[config.mk]
export PLATFORM = sky130hd
export DESIGN_NAME = mbist_repair_mux_flat
export DESIGN_NICKNAME = d
export VERILOG_FILES = /design/src/rtl/mbist_repair_mux_if.sv /design/src/rtl/mbist_repair_mux.sv /design/src/flat_wrapper.sv
export SDC_FILE = /design/constraint.sdc
export NUM_CORES = 1
export LEC_CHECK = 0
export CAP_MARGIN = 5
export CORE_ASPECT_RATIO = 1.5
export CORE_UTILIZATION = 38
export DETAILED_ROUTE_END_ITERATION = 8
export PLACE_DENSITY = 0.88
export SYNTH_ARGS = -nofsm -noshare
export SYNTH_HDL_FRONTEND = slang
export SYNTH_SLANG_ARGS = --single-unit
[constraint.sdc]
create_clock -name clk -period 3.4 [get_ports clk]
set_input_delay 0.85 -clock clk [delete_from_list [all_inputs] [get_ports clk]]
set_output_delay 0.85 -clock clk [all_outputs]
set_load 0.005 [all_outputs]
[src/rtl/mbist_repair_mux_if.sv]
// mbist_repair_mux_if: BIST, functional and memory-side signals of the repair mux
interface mbist_repair_mux_if #(
  parameter int BIST_ADDR_WD = 9,
  parameter int BIST_DATA_WD = 32,
  parameter int NUM_SPARE    = 4
);
  localparam int CW = $clog2(NUM_SPARE + 1);
  localparam int MW = BIST_DATA_WD / 8;
  logic                    bist_en;
  logic                    bist_ready;
  logic [BIST_ADDR_WD-1:0] bist_addr;
  logic [BIST_ADDR_WD-1:0] bist_error_addr;
  logic [BIST_DATA_WD-1:0] bist_wdata;
  logic                    bist_wr;
  logic                    bist_rd;
  logic                    bist_error;
  logic                    repair_clr;
  logic                    bist_correct;
  logic                    bist_repair_fail;
  logic [CW-1:0]           repair_cnt;
  logic                    func_busy;
  logic                    func_cen_a;
  logic [BIST_ADDR_WD-1:0] func_addr_a;
  logic [BIST_DATA_WD-1:0] func_dout_a;
  logic                    func_cen_b;
  logic                    func_web_b;
  logic [MW-1:0]           func_mask_b;
  logic [BIST_ADDR_WD-1:0] func_addr_b;
  logic [BIST_DATA_WD-1:0] func_din_b;
  logic                    mem_cen_a;
  logic [BIST_ADDR_WD-1:0] mem_addr_a;
  logic [BIST_DATA_WD-1:0] mem_dout_a;
  logic                    mem_cen_b;
  logic                    mem_web_b;
  logic [MW-1:0]           mem_mask_b;
  logic [BIST_ADDR_WD-1:0] mem_addr_b;
  logic [BIST_DATA_WD-1:0] mem_din_b;
  modport slave (
    input  bist_en, bist_addr, bist_error_addr, bist_wdata, bist_wr, bist_rd, bist_error, repair_clr,
           func_cen_a, func_addr_a, func_cen_b, func_web_b, func_mask_b, func_addr_b, func_din_b, mem_dout_a,
    output bist_ready, bist_correct, bist_repair_fail, repair_cnt, func_busy, func_dout_a,
           mem_cen_a, mem_addr_a, mem_cen_b, mem_web_b, mem_mask_b, mem_addr_b, mem_din_b
  );
  modport master (
    output bist_en, bist_addr, bist_error_addr, bist_wdata, bist_wr, bist_rd, bist_error, repair_clr,
           func_cen_a, func_addr_a, func_cen_b, func_web_b, func_mask_b, func_addr_b, func_din_b, mem_dout_a,
    input  bist_ready, bist_correct, bist_repair_fail, repair_cnt, func_busy, func_dout_a,
           mem_cen_a, mem_addr_a, mem_cen_b, mem_web_b, mem_mask_b, mem_addr_b, mem_din_b
  );
endinterface

[src/rtl/mbist_repair_mux.sv]
// mbist_repair_mux: functional/BIST memory port arbitration with spare-row repair remapping
module mbist_repair_mux #(
  parameter int BIST_ADDR_WD = 9,
  parameter int BIST_DATA_WD = 32,
  parameter int NUM_SPARE    = 4
) (
  input logic clk,
  input logic rst_n,
  mbist_repair_mux_if.slave bus
);
  localparam int CW = $clog2(NUM_SPARE + 1);
  localparam logic [BIST_ADDR_WD-1:0] SPARE_BASE = {BIST_ADDR_WD{1'b1}} - BIST_ADDR_WD'(NUM_SPARE - 1);
  typedef enum logic [1:0] {FUNC, DRAIN_B, BIST, DRAIN_F} state_t;
  state_t state, state_nx;
  logic idle, idle_q, in_bist, drain;
  logic [NUM_SPARE-1:0] valid, we;
  logic [BIST_ADDR_WD-1:0] fail_addr [NUM_SPARE];
  logic [CW-1:0] cnt, cnt_nx;
  logic fail, fail_nx, correct, err_hit, alloc, full;
  logic [BIST_ADDR_WD-1:0] pre_a, pre_b, ra, rb;
  assign idle = bus.func_cen_a && bus.func_cen_b;
  assign in_bist = state == BIST;
  assign drain = state == DRAIN_B || state == DRAIN_F;
  always_ff @(posedge clk or negedge rst_n)
    if (!rst_n) begin
      state  <= FUNC;
      idle_q <= 1'b0;
    end else begin
      state  <= state_nx;
      idle_q <= state == DRAIN_B && idle;
    end
  // idle_q marks the first of the two idle cycles needed before handing the ports over
  always_comb begin
    state_nx = state;
    case (state)
      FUNC:    state_nx = bus.bist_en ? DRAIN_B : FUNC;
      DRAIN_B: state_nx = !bus.bist_en ? FUNC : (idle && idle_q) ? BIST : DRAIN_B;
      BIST:    state_nx = bus.bist_en ? BIST : DRAIN_F;
      default: state_nx = FUNC;
    endcase
  end
  assign bus.bist_ready  = in_bist;
  assign bus.func_busy   = state != FUNC;
  assign bus.mem_cen_a   = drain || (in_bist ? !bus.bist_rd : bus.func_cen_a);
  assign bus.mem_cen_b   = drain || (in_bist ? !bus.bist_wr : bus.func_cen_b);
  assign bus.mem_web_b   = in_bist ? !bus.bist_wr : bus.func_web_b;
  assign bus.mem_mask_b  = in_bist ? '1 : bus.func_mask_b;
  assign bus.mem_din_b   = in_bist ? bus.bist_wdata : bus.func_din_b;
  assign bus.func_dout_a = bus.mem_dout_a;
  assign pre_a = in_bist ? bus.bist_addr : bus.func_addr_a;
  assign pre_b = in_bist ? bus.bist_addr : bus.func_addr_b;
  always_comb begin
    ra = pre_a;
    rb = pre_b;
    for (int i = 0; i < NUM_SPARE; i++) begin
      ra = valid[i] && fail_addr[i] == pre_a ? SPARE_BASE + BIST_ADDR_WD'(i) : ra;
      rb = valid[i] && fail_addr[i] == pre_b ? SPARE_BASE + BIST_ADDR_WD'(i) : rb;
    end
  end
  assign bus.mem_addr_a = ra;
  assign bus.mem_addr_b = rb;
  // repair_clr suppresses allocation so a simultaneous error cannot survive the clear
  always_comb begin
    err_hit = 1'b0;
    for (int i = 0; i < NUM_SPARE; i++)
      err_hit = err_hit || (valid[i] && fail_addr[i] == bus.bist_error_addr);
    full  = cnt == CW'(NUM_SPARE);
    alloc = in_bist && bus.bist_error && !err_hit && !bus.repair_clr;
    we    = '0;
    for (int i = 0; i < NUM_SPARE; i++)
      we[i] = alloc && !full && cnt == CW'(i);
    cnt_nx  = bus.repair_clr ? '0 : cnt + CW'(alloc && !full);
    fail_nx = !bus.repair_clr && (fail || (alloc && full));
  end
  always_ff @(posedge clk or negedge rst_n)
    if (!rst_n) begin
      valid     <= '0;
      fail_addr <= '{default: '0};
      cnt       <= '0;
      fail      <= 1'b0;
      correct   <= 1'b0;
    end else begin
      valid   <= (bus.repair_clr ? '0 : valid) | we;
      cnt     <= cnt_nx;
      fail    <= fail_nx;
      correct <= |cnt_nx && !fail_nx;
      for (int i = 0; i < NUM_SPARE; i++)
        if (we[i]) fail_addr[i] <= bus.bist_error_addr;
    end
  assign bus.repair_cnt       = cnt;
  assign bus.bist_repair_fail = fail;
  assign bus.bist_correct     = correct;
endmodule

[src/flat_wrapper.sv]
// flat-port wrapper written by rule: the top's interface ports become plain ports
module mbist_repair_mux_flat 
#(
  parameter int BIST_ADDR_WD = 9,
  parameter int BIST_DATA_WD = 32,
  parameter int NUM_SPARE    = 4
)
  (clk, rst_n, bus_bist_en, bus_bist_addr, bus_bist_error_addr, bus_bist_wdata, bus_bist_wr, bus_bist_rd, bus_bist_error, bus_repair_clr, bus_func_cen_a, bus_func_addr_a, bus_func_cen_b, bus_func_web_b, bus_func_mask_b, bus_func_addr_b, bus_func_din_b, bus_mem_dout_a, bus_bist_ready, bus_bist_correct, bus_bist_repair_fail, bus_repair_cnt, bus_func_busy, bus_func_dout_a, bus_mem_cen_a, bus_mem_addr_a, bus_mem_cen_b, bus_mem_web_b, bus_mem_mask_b, bus_mem_addr_b, bus_mem_din_b);
  mbist_repair_mux_if #(.BIST_ADDR_WD(BIST_ADDR_WD), .BIST_DATA_WD(BIST_DATA_WD), .NUM_SPARE(NUM_SPARE)) bus_i ();
  input logic clk;
  input logic rst_n;
  input wire logic [$bits(bus_i.bist_en)-1:0] bus_bist_en;
  input wire logic [$bits(bus_i.bist_addr)-1:0] bus_bist_addr;
  input wire logic [$bits(bus_i.bist_error_addr)-1:0] bus_bist_error_addr;
  input wire logic [$bits(bus_i.bist_wdata)-1:0] bus_bist_wdata;
  input wire logic [$bits(bus_i.bist_wr)-1:0] bus_bist_wr;
  input wire logic [$bits(bus_i.bist_rd)-1:0] bus_bist_rd;
  input wire logic [$bits(bus_i.bist_error)-1:0] bus_bist_error;
  input wire logic [$bits(bus_i.repair_clr)-1:0] bus_repair_clr;
  input wire logic [$bits(bus_i.func_cen_a)-1:0] bus_func_cen_a;
  input wire logic [$bits(bus_i.func_addr_a)-1:0] bus_func_addr_a;
  input wire logic [$bits(bus_i.func_cen_b)-1:0] bus_func_cen_b;
  input wire logic [$bits(bus_i.func_web_b)-1:0] bus_func_web_b;
  input wire logic [$bits(bus_i.func_mask_b)-1:0] bus_func_mask_b;
  input wire logic [$bits(bus_i.func_addr_b)-1:0] bus_func_addr_b;
  input wire logic [$bits(bus_i.func_din_b)-1:0] bus_func_din_b;
  input wire logic [$bits(bus_i.mem_dout_a)-1:0] bus_mem_dout_a;
  output wire logic [$bits(bus_i.bist_ready)-1:0] bus_bist_ready;
  output wire logic [$bits(bus_i.bist_correct)-1:0] bus_bist_correct;
  output wire logic [$bits(bus_i.bist_repair_fail)-1:0] bus_bist_repair_fail;
  output wire logic [$bits(bus_i.repair_cnt)-1:0] bus_repair_cnt;
  output wire logic [$bits(bus_i.func_busy)-1:0] bus_func_busy;
  output wire logic [$bits(bus_i.func_dout_a)-1:0] bus_func_dout_a;
  output wire logic [$bits(bus_i.mem_cen_a)-1:0] bus_mem_cen_a;
  output wire logic [$bits(bus_i.mem_addr_a)-1:0] bus_mem_addr_a;
  output wire logic [$bits(bus_i.mem_cen_b)-1:0] bus_mem_cen_b;
  output wire logic [$bits(bus_i.mem_web_b)-1:0] bus_mem_web_b;
  output wire logic [$bits(bus_i.mem_mask_b)-1:0] bus_mem_mask_b;
  output wire logic [$bits(bus_i.mem_addr_b)-1:0] bus_mem_addr_b;
  output wire logic [$bits(bus_i.mem_din_b)-1:0] bus_mem_din_b;
  assign bus_i.bist_en = bus_bist_en;
  assign bus_i.bist_addr = bus_bist_addr;
  assign bus_i.bist_error_addr = bus_bist_error_addr;
  assign bus_i.bist_wdata = bus_bist_wdata;
  assign bus_i.bist_wr = bus_bist_wr;
  assign bus_i.bist_rd = bus_bist_rd;
  assign bus_i.bist_error = bus_bist_error;
  assign bus_i.repair_clr = bus_repair_clr;
  assign bus_i.func_cen_a = bus_func_cen_a;
  assign bus_i.func_addr_a = bus_func_addr_a;
  assign bus_i.func_cen_b = bus_func_cen_b;
  assign bus_i.func_web_b = bus_func_web_b;
  assign bus_i.func_mask_b = bus_func_mask_b;
  assign bus_i.func_addr_b = bus_func_addr_b;
  assign bus_i.func_din_b = bus_func_din_b;
  assign bus_i.mem_dout_a = bus_mem_dout_a;
  assign bus_bist_ready = bus_i.bist_ready;
  assign bus_bist_correct = bus_i.bist_correct;
  assign bus_bist_repair_fail = bus_i.bist_repair_fail;
  assign bus_repair_cnt = bus_i.repair_cnt;
  assign bus_func_busy = bus_i.func_busy;
  assign bus_func_dout_a = bus_i.func_dout_a;
  assign bus_mem_cen_a = bus_i.mem_cen_a;
  assign bus_mem_addr_a = bus_i.mem_addr_a;
  assign bus_mem_cen_b = bus_i.mem_cen_b;
  assign bus_mem_web_b = bus_i.mem_web_b;
  assign bus_mem_mask_b = bus_i.mem_mask_b;
  assign bus_mem_addr_b = bus_i.mem_addr_b;
  assign bus_mem_din_b = bus_i.mem_din_b;
  mbist_repair_mux #(.BIST_ADDR_WD(BIST_ADDR_WD), .BIST_DATA_WD(BIST_DATA_WD), .NUM_SPARE(NUM_SPARE)) u_core (.clk(clk), .rst_n(rst_n), .bus(bus_i));
endmodule
# --- After elaboration in Yosys (flattened, before gate mapping) ---
# Index checks and enable logic that the tools add are counted.
totals:
  in_bits: 146
  out_inout_bits: 96
  regBits: 48
  word_cells: 96
op_classes:
  addsub: 1
  n_mux: 22
  n_reduce_logical: 43
  n_eq_ne: 19
  bitwise_logic: 1
op_table:
  columns: ["cell", "count"]
  rows:
  - ["equality test 9 bit", 12]
  - ["two-way mux 9 bit", 10]
  - ["two-way mux 32 bit", 1]
  - ["logical AND 1 bit", 26]
  - ["two-way mux 4 bit", 2]
  - ["logical OR 1 bit", 7]
  - ["equality test 3 x 2 -> 1 bit (second input constant)", 2]
  - ["zero test 1 bit", 6]
  - ["one-hot mux 2 bit (3 select lines)", 1]
  - ["two-way mux 1 bit", 5]
  - ["equality test 2 bit (second input constant)", 2]
  - ["two-way mux 2 bit", 2]
  - ["bitwise OR 4 bit", 1]
  - ["adder 3 x 1 -> 3 bit", 1]
  - ["equality test 3 x 1 -> 1 bit (second input constant)", 1]
  - ["equality test 3 bit (second input constant)", 1]
  - ["zero test 3 bit", 1]
  - ["two-way mux 3 bit", 1]
  - ["OR reduction 3 bit", 1]
  - ["equality test 2 x 1 -> 1 bit (second input constant)", 1]
  - ["zero test 2 bit", 1]
  - ["nonzero test 2 bit", 1]

# --- Depth between registers and ports, before layout ---
# Gate-level depths: netlist of run 1.
logic_depth:
  word_depth: 13
  depth_mapped: 11
  mapped_depth_nobuf: 10

# --- Worst setup path after synthesis of run 1 ---
# OpenSTA, ideal clock, no wires.
synth_timing:
  kind: "in2out"
  from: "input bus_bist_addr[3]"
  to: "output bus_mem_addr_b[2]"
  t_required_ns: 2.550
  path_slack_ns: 0.021
  cell_stages: 9
  arrival_time_ns: 2.529
  n_path_buf: 2
  cell_sequence: "clkbuf_1 > nand3b_1 > a21boi_1 > xor2_1 > nand4_1 > or4_1 > and3_1 > buf_2 > nand2_1"
synth_via:
  elab_chain_cells: 7
  elab_cells_between_ends: 13
  classes_between: "4 x eq/ne; 5 x mux; 4 x reduce/logical"
synth_lines:
  columns: ["item", "line", "text"]
  rows:
  - ["start: declaration", "flat_wrapper.sv:13", "input wire logic [$bits(bus_i.bist_addr)-1:0] bus_bist_addr;"]
  - ["two-way mux 9 bit *", "mbist_repair_mux.sv:51", "assign pre_b = in_bist ? bus.bist_addr : bus.func_addr_b;"]
  - ["equality test 9 bit", "mbist_repair_mux.sv:57", "rb = valid[i] && fail_addr[i] == pre_b ? SPARE_BASE + BIST_ADDR_WD'(i) : rb;"]
  - ["logical AND 1 bit", "mbist_repair_mux.sv:57", null]
  - ["two-way mux 9 bit (3 in a row)", "mbist_repair_mux.sv:57", null]
  - ["two-way mux 9 bit *", "mbist_repair_mux.sv:57", null]
  - ["end: declaration", "flat_wrapper.sv:39", "output wire logic [$bits(bus_i.mem_addr_b)-1:0] bus_mem_addr_b;"]
# Mark *: on every way between the ends. The rest lies on a longest branch, timed or not.

# --- Worst setup path in the final report of run 1 ---
layout_timing:
  from: "input bus_func_addr_a[3]"
  to: "output bus_mem_addr_a[2]"
layout_via:
  elab_chain_cells: 7
  elab_cells_between_ends: 13
  classes_between: "4 x eq/ne; 5 x mux; 4 x reduce/logical"
layout_lines:
  columns: ["item", "line", "text"]
  rows:
  - ["start: declaration", "flat_wrapper.sv:21", "input wire logic [$bits(bus_i.func_addr_a)-1:0] bus_func_addr_a;"]
  - ["two-way mux 9 bit *", "mbist_repair_mux.sv:50", "assign pre_a = in_bist ? bus.bist_addr : bus.func_addr_a;"]
  - ["equality test 9 bit", "mbist_repair_mux.sv:56", "ra = valid[i] && fail_addr[i] == pre_a ? SPARE_BASE + BIST_ADDR_WD'(i) : ra;"]
  - ["logical AND 1 bit", "mbist_repair_mux.sv:56", null]
  - ["two-way mux 9 bit (3 in a row)", "mbist_repair_mux.sv:56", null]
  - ["two-way mux 9 bit *", "mbist_repair_mux.sv:56", null]
  - ["end: declaration", "flat_wrapper.sv:35", "output wire logic [$bits(bus_i.mem_addr_a)-1:0] bus_mem_addr_a;"]
# Marks and branches as above.

==> key figures, run 1 <==
Status
  • Status: finished, violations left
  • Failing checks: setup timing

Logic synthesis
  • Yosys top cell area share: 24.27%
  • Synth area leader: dfrtp_1
  • Top FF cell, synth: dfrtp_1
  • Top cells by area, synth: dfrtp_1, nand2_1, xor2_1
  • EDFF count, synth: 0
  • Ys Warns: 0
  • Seq/Total Area, Yosys: 24.27%
  • Average size of a mapped cell: 7.783 sq um
  • Syn Std Cell Area: 0.004950 sq mm
  • Synth cell types: 65
  • Syn nets: 784
  • Post-Synthesis Cells: 636
  • Seq cells post-synth: 48
  • Post-synthesis async set-or-reset flop share: 100.0%

Critical path
  • Reg2reg path depth: 11
  • Arr. time, crit path: 2.81 ns
  • Critical Path Sink Type: output port
  • Critical path origin: bus_func_addr_a[3]
  • Worst Path Required: 2.55 ns
  • R2r setup slk: 0.74 ns
  • Startpoint types: input port
  • Worst R2R Start: u_core.fail_addr[33]
  • Worst setup path category: in2out
  • CP max FO: 4

Clock network
  • CTS tree: built
  • Worst-path clk slew: 0.07 ns
  • Later-pin clock latency in the skew report: 0.29 ns
  • Clock Tree Buf Depth: 2
  • CTS buffer count: 5
  • Clk sinks: 48
  • Root Buffer: clkbuf_16
  • CTS H-tree depth: 2

Floorplan
  • Core area: 0.01257 sq mm
  • Starting Density: 39.36%
  • Die W: 95.19 um
  • Boundary Pins: 242
  • Cell Rows: 50
  • DIE AREA: 0.01350 sq mm
  • Die Height: 141.8 um

Global route
  • GRT overflow: 0
  • Largest net degree at the start of global routing: 49
  • Gr usage total: 31.83%
  • First-pass GRT wire length: 31610 um
  • Initial antenna violation count: 0
  • Number of global-route vias before repair: 5746

Detailed routing
  • DRT iter0 DRCs: 384
  • Vias/cell: 5.375
  • Via count: 5692
  • Initial DRT Pass Iterations: 4
  • Number of remaining DRC errors: 0
  • Detailed-route wire length per cell: 20.40 um
  • Antenna-violating nets left: 0
  • Total routed wirelength: 21600 um

STA
  • Crit path time final: 3.655 ns
  • Max Clock Skew: 0.007667 ns
  • Final Setup Violations: 18
  • Final Max Tran Viols: 0
  • Tcrit/Tclk final: 107.5%
  • Slew HR: 27.86%
  • Max Fclk: 273.6 MHz
  • Min Hold Slack: 0.4951 ns
  • PnR worst setup slack: -0.2555 ns
  • Slew @ Worst Pin: 1.082 ns
  • Hold Fails Final Rpt: 0
  • Setup repair after global routing missed its margin: true

Placement
  • Worst slack at placement: -1.206 ns
  • Final estimated routing congestion in global placement: 1.012
  • IO Port Bufs: 177
  • Post-DP HPWL: 17340 um

Cells and area
  • Synth-to-Final Area Change: 67.59%
  • Register Area: 0.001201 sq mm
  • Commonest non-fill, non-tap cell in the layout: buf_4
  • Commonest non-fill, non-tap cells in the layout: buf_4, clkdlybuf4s50_1, nand2_1, dfrtp_1, xor2_1
  • Final #Nets: 1050
  • Area of the multi-input gates: 0.003607 sq mm
  • Share of layout cells above drive strength 1: 36.66%
  • Fill count: 1033
  • Diodes inserted: 0

Min path
  • HP Start: u_core.idle_q
  • Worst hold path type: reg2reg
  • Worst Hold Depth: 2

Power and ir drop
  • Pleak: 3.918 nW
  • Cell Pwr Density: 212.5 mW/mm^2
  • Peak supply drop: 414.3 uV

Flow run
  • Max-Cap Viols: 0
[synth_stat cells, types with 4 or more instances]
cell type and number:
and3b_1 6, nand4_1 12, nor4_1 11, a31oi_1 4, nand2b_1 11, xor2_1 51, buf_6 4, nor2_1 20
o221ai_1 4, nand3b_1 4, o21ai_0 25, buf_4 32, dfrtp_1 48, nand3_1 9, mux2_2 36, nor3_1 11
nand2_1 126, clkbuf_1 40, nor2b_1 12, buf_2 7, xnor2_1 48, inv_1 22, a21oi_1 23
[routing by layer]
metal / GRT usage, % / vias up / wire [um]
met4: 22.25 / 0 / 1824
li1: - / 2649 / -
met5: 0 / - / 0
met1: 35.88 / 2670 / 7613
met3: 3.323 / 108 / 1424
met2: 54.81 / 265 / 10740
[where the power goes]
part	switching [mW]	leakage [nW]	internal (mW)	total, mW
clock	0.215	0.0736	0.271	0.486
combinational	0.290	3.18	0.379	0.668
sequential	0.0233	0.663	0.585	0.608
total	0.528	3.92	1.23	1.76
[per-stage QoR]
stage	utilization [%]	TNS [ns]	cell area [sq um]	power, mW	cells
finish	65.97	-2.932	8295	1.763	1059
global route	65.97	-4.285	8295	1.832	1059
global placement	60.31	-19.21	7584	1.229	1029
CTS	64.22	-2.965	8075	1.737	1052
detailed placement	60.31	-19.96	7584	1.236	1029
floorplan	-	0	4950	0.8554	636
[final cells by class]
class                   count  share of cell area (%)
clock buffers               5                   1.508
clock inverters             3                  0.2262
inverters                  23                   1.131
multi-input cells         478                   43.48
flip-flops and latches     48                   14.48
well taps                 156                   2.353
repair buffers            346                   36.82
[state kept, by name (all words and copies together), names as in the netlist]
signal / cells
u_core.idle_q: 1
u_core.state: 2
u_core.valid: 4
u_core.bus.repair_cnt: 3
u_core.fail_addr: 36
u_core.bus.bist_repair_fail: 1
u_core.bus.bist_correct: 1
[critical path, stage by stage]
cell,delay (ns)
dlygate4sd2_1,0.35
xor2_1,0.21
nor3_2,0.08
a211oi_1,0.23
a21oi_1,0.08
and4_1,0.25
and4b_4,0.42
buf_6,0.13
nand2_2,0.07
buf_2,0.14
[logic make-up (layout without fill, tap and decap cells)]
family,Yosys count,after routing,synth area share (%)
and+or+nand+nor,240,240,23.53
xor gates and xnor gates,99,99,17.52
DFF,48,48,24.27
AOI/OAI and AO/OA,98,98,13.80
muxes,39,39,8.797
adders and majority gates,2,2,0.5055
buffers and inverters,110,377,11.58
[worst paths after layout]
kind                                      endpoint
max                              bus_mem_addr_a[2]
min                                u_core.state[1]
max reg2reg                u_core.bus.bist_correct
min reg2reg                        u_core.state[1]
max in group asynchronous      u_core.fail_addr[9]
min in group asynchronous          u_core.state[1]
[repair_timing]
item                       CTS  global route
setup endpoints to repair   18            19
cloned                       0             1
hold endpoints to repair     0             0
hold buffers                 0             0
buffers inserted            15             6
pin swaps                   46            14
gates resized for setup    238            40
Note: power is estimated with default switching activity, not from simulation.
==> run 2: changes to the inputs <==
Settings changed: CORE_MARGIN set to 2, CTS_BUF_LIST set to sky130_fd_sc_hd__clkbuf_4, CTS_CLUSTER_SIZE set to 30.
==> run 2 against run 1 <==
The flow still finishes with violations (setup timing). Combinational power increased by 5.5%. Critical path type is now reg2out. Utilization up 0.46 points. Non-clock buffer count is 16 higher. Setup slack got worse by 0.13 ns. Global-route usage shrank 1.5 points. Largest power group unchanged.
==> key figures, run 2 (synthesized netlist as in run 1, its figures left out) <==
STA
  • Hold Fails Final Rpt: 0 (unchanged)
  • Slew HR: 28.96% (+1.1 points)
  • Setup repair after global routing missed its margin: true
  • Max Clock Skew: 0.01753 ns (+0.009862 ns)
  • Final Setup Violations: 18 (unchanged)
  • PnR worst setup slack: -0.3875 ns (-0.1320 ns)
  • Tcrit/Tclk final: 111.4% (+3.9 points)
  • Setup_tns: -5.346 ns (-2.414 ns)
  • Final Max Tran Viols: 0 (unchanged)
  • Crit path time final: 3.787 ns (+0.1320 ns)
  • Min Hold Slack: 0.5260 ns (+0.03090 ns)
  • Slew @ Worst Pin: 1.066 ns (-0.01653 ns)
  • Max Fclk: 264.0 MHz (-3.5%)

Floorplan
  • DIE AREA: 0.01397 sq mm (+3.5%)
  • Cell Rows: 51 (+2.0%)
  • Boundary Pins: 242 (unchanged)
  • Die Height: 143.8 um (+1.4%)
  • Starting Density: 38.59% (-0.77 points)
  • Die W: 97.19 um (+2.1%)
  • Core area: 0.01283 sq mm (+2.0%)

Power and ir drop
  • Cell Pwr Density: 186.7 mW/mm^2 (-12%)
  • Peak supply drop: 303.5 uV (-27%)
  • Power Total: 1.591 mW (-9.8%)
  • Pleak: 4.006 nW (+2.3%)

Clock network
  • Clock Tree Buf Depth: 2 (unchanged)
  • Later-pin clock latency in the skew report: 0.37 ns (+0.08 ns)
  • Clk sinks: 48 (unchanged)
  • CTS buffer count: 5 (unchanged)
  • Root Buffer: clkbuf_4
  • Hold buffers post-CTS: 0 (unchanged)
  • Worst-path clk slew: 0.14 ns (+0.07 ns)
  • CTS tree: built
  • CTS H-tree depth: 2 (unchanged)

Critical path
  • Arr. time, crit path: 2.94 ns (+0.13 ns)
  • CP max stage delay: 0.46 ns (+0.04 ns)
  • Crit-path most repeated cell: buf_6
  • Critical Path Sink Type: output port
  • CP max FO: 9 (+5)
  • Worst Path Required: 2.55 ns (about the same)
  • Startpoint types: flop
  • Worst setup path category: reg2out
  • Critical path, cell by cell: buf_6 -> nand2b_4 -> buf_4 -> a21oi_4 -> xnor2_1 -> a2111oi_0 -> and4_1 -> and4b_4 -> buf_6 -> o211ai_1 -> buf_2
  • Worst path slowest cell: dfrtp_1

Flow run
  • Max-Cap Viols: 0 (unchanged)

Global route
  • Initial antenna violation count: 1 (+1)
  • GRT overflow: 0 (unchanged)
  • Largest net degree at the start of global routing: 49 (unchanged)
  • Number of global-route vias before repair: 5978 (+4.0%)
  • Gr usage total: 30.30% (-1.5 points)
  • First-pass GRT wire length: 32600 um (+3.1%)

Detailed routing
  • Vias/cell: 5.594 (+4.1%)
  • Total routed wirelength: 23530 um (+8.9%)
  • Detailed-route wire length per cell: 21.79 um (+6.8%)
  • Initial DRT Pass Iterations: 5 (+1)
  • Antenna-violating nets left: 0 (unchanged)
  • DRT iter0 DRCs: 517 (+35%)
  • Number of remaining DRC errors: 0 (unchanged)
  • Via count: 6042 (+6.1%)

Cells and area
  • Design area: 0.008521 sq mm (+2.7%)
  • Final #Nets: 1067 (+1.6%)
  • Most flops, register: u_core.fail_addr
  • Register Area: 0.001202 sq mm (+0.10%)
  • Synth-to-Final Area Change: 72.14%
  • Number of flip-flops in the largest register: 36 (unchanged)
  • Commonest non-fill, non-tap cells in the layout: buf_4, clkdlybuf4s50_1, nand2_1, dfrtp_1
  • Area of the multi-input gates: 0.003620 sq mm (+0.35%)
  • Fill count: 1007 (-2.5%)
  • Commonest non-fill, non-tap cell in the layout: buf_4
  • Util after Layout: 66.43% (+0.46 points)
  • Share of layout cells above drive strength 1: 36.74% (+0.084 points)

Placement
  • Final estimated routing congestion in global placement: 0.9974 (-1.5%)
  • Post-DP HPWL: 17480 um (+0.81%)
  • IO Port Bufs: 177 (unchanged)
  • Placed cell areas: 0.007567 sq mm (-0.21%)

Status
  • Status: finished, violations left
  • Failing checks: setup timing

Min path
  • Worst hold path type: reg2reg
run 2: cell types whose count changed in the layout (fill, tap and decap cells not counted), sizes merged:
cell,delta
inv,-1
clkinv,-1
diode,+1
buf,+10
dlygate4sd2,+5
nand2b,+1
clkbuf,+3
run 2: critical path, delay by kind of cell, from the launching register on:
kind                      cells  cell delay (ns)
AOI/OAI and AO/OA             3             0.70
and+or+nand+nor               3             0.66
buffers and inverters         4             0.61
DFF                           1             0.46
xor gates and xnor gates      1             0.13
run 2: final timing paths:
path | endpoint | startpoint | slack [ns] | cells after the start
setup / recovery | bus_mem_addr_a[3] | u_core.state[0] | -0.39 | 11
hold / removal | u_core.state[1] | u_core.idle_q | 0.53 | 2
setup reg to reg | u_core.bus.bist_correct | u_core.fail_addr[20] | 0.62 | 10
hold reg to reg | u_core.state[1] | u_core.idle_q | 0.53 | 2
max in group asynchronous | u_core.state[1] | rst_n | 2.04 | 1
min in group asynchronous | u_core.state[0] | rst_n | 0.65 | 1
run 2: final cells by class:
| class | count | area share, % |
|---|---|---|
| clock inverter | 1 | 0.04405 |
| sequential | 48 | 14.11 |
| multi-input combinational | 479 | 42.48 |
| inverter | 23 | 1.160 |
| clock buffer | 7 | 0.6167 |
| tap | 159 | 2.335 |
| timing repair buffer | 362 | 39.22 |
| antenna | 1 | 0.02937 |
run 2: stage by stage:
stage,setup WS [ns],instances
after floorplan,0.02098,636
after detailed placement,-1.259,1031
after global placement,-1.309,1031
final,-0.3875,1080
after CTS,-0.3755,1065
after global routing,-0.4753,1080
run 2: power by group:
group          switching (mW)  leakage, nW  internal, mW
logic                   0.311         3.31         0.394
registers              0.0276        0.662         0.585
clock network           0.178       0.0338        0.0959
run 2: per-layer routing:
metal / up-vias / track usage, % / wire [um]
met5: - / 0 / 0
met1: 2831 / 32.31 / 7818
met3: 148 / 3.696 / 1792
li1: 2681 / - / -
met4: 0 / 26.69 / 2363
met2: 382 / 52.67 / 11560
run 2: what timing repair did:
action,4_1_cts,5_1_grt
pin swaps,31,30
endpoints found under the setup margin,18,18
resized for setup,216,77
buffers inserted,25,13
endpoints found under the hold margin,0,0
gates cloned,1,2
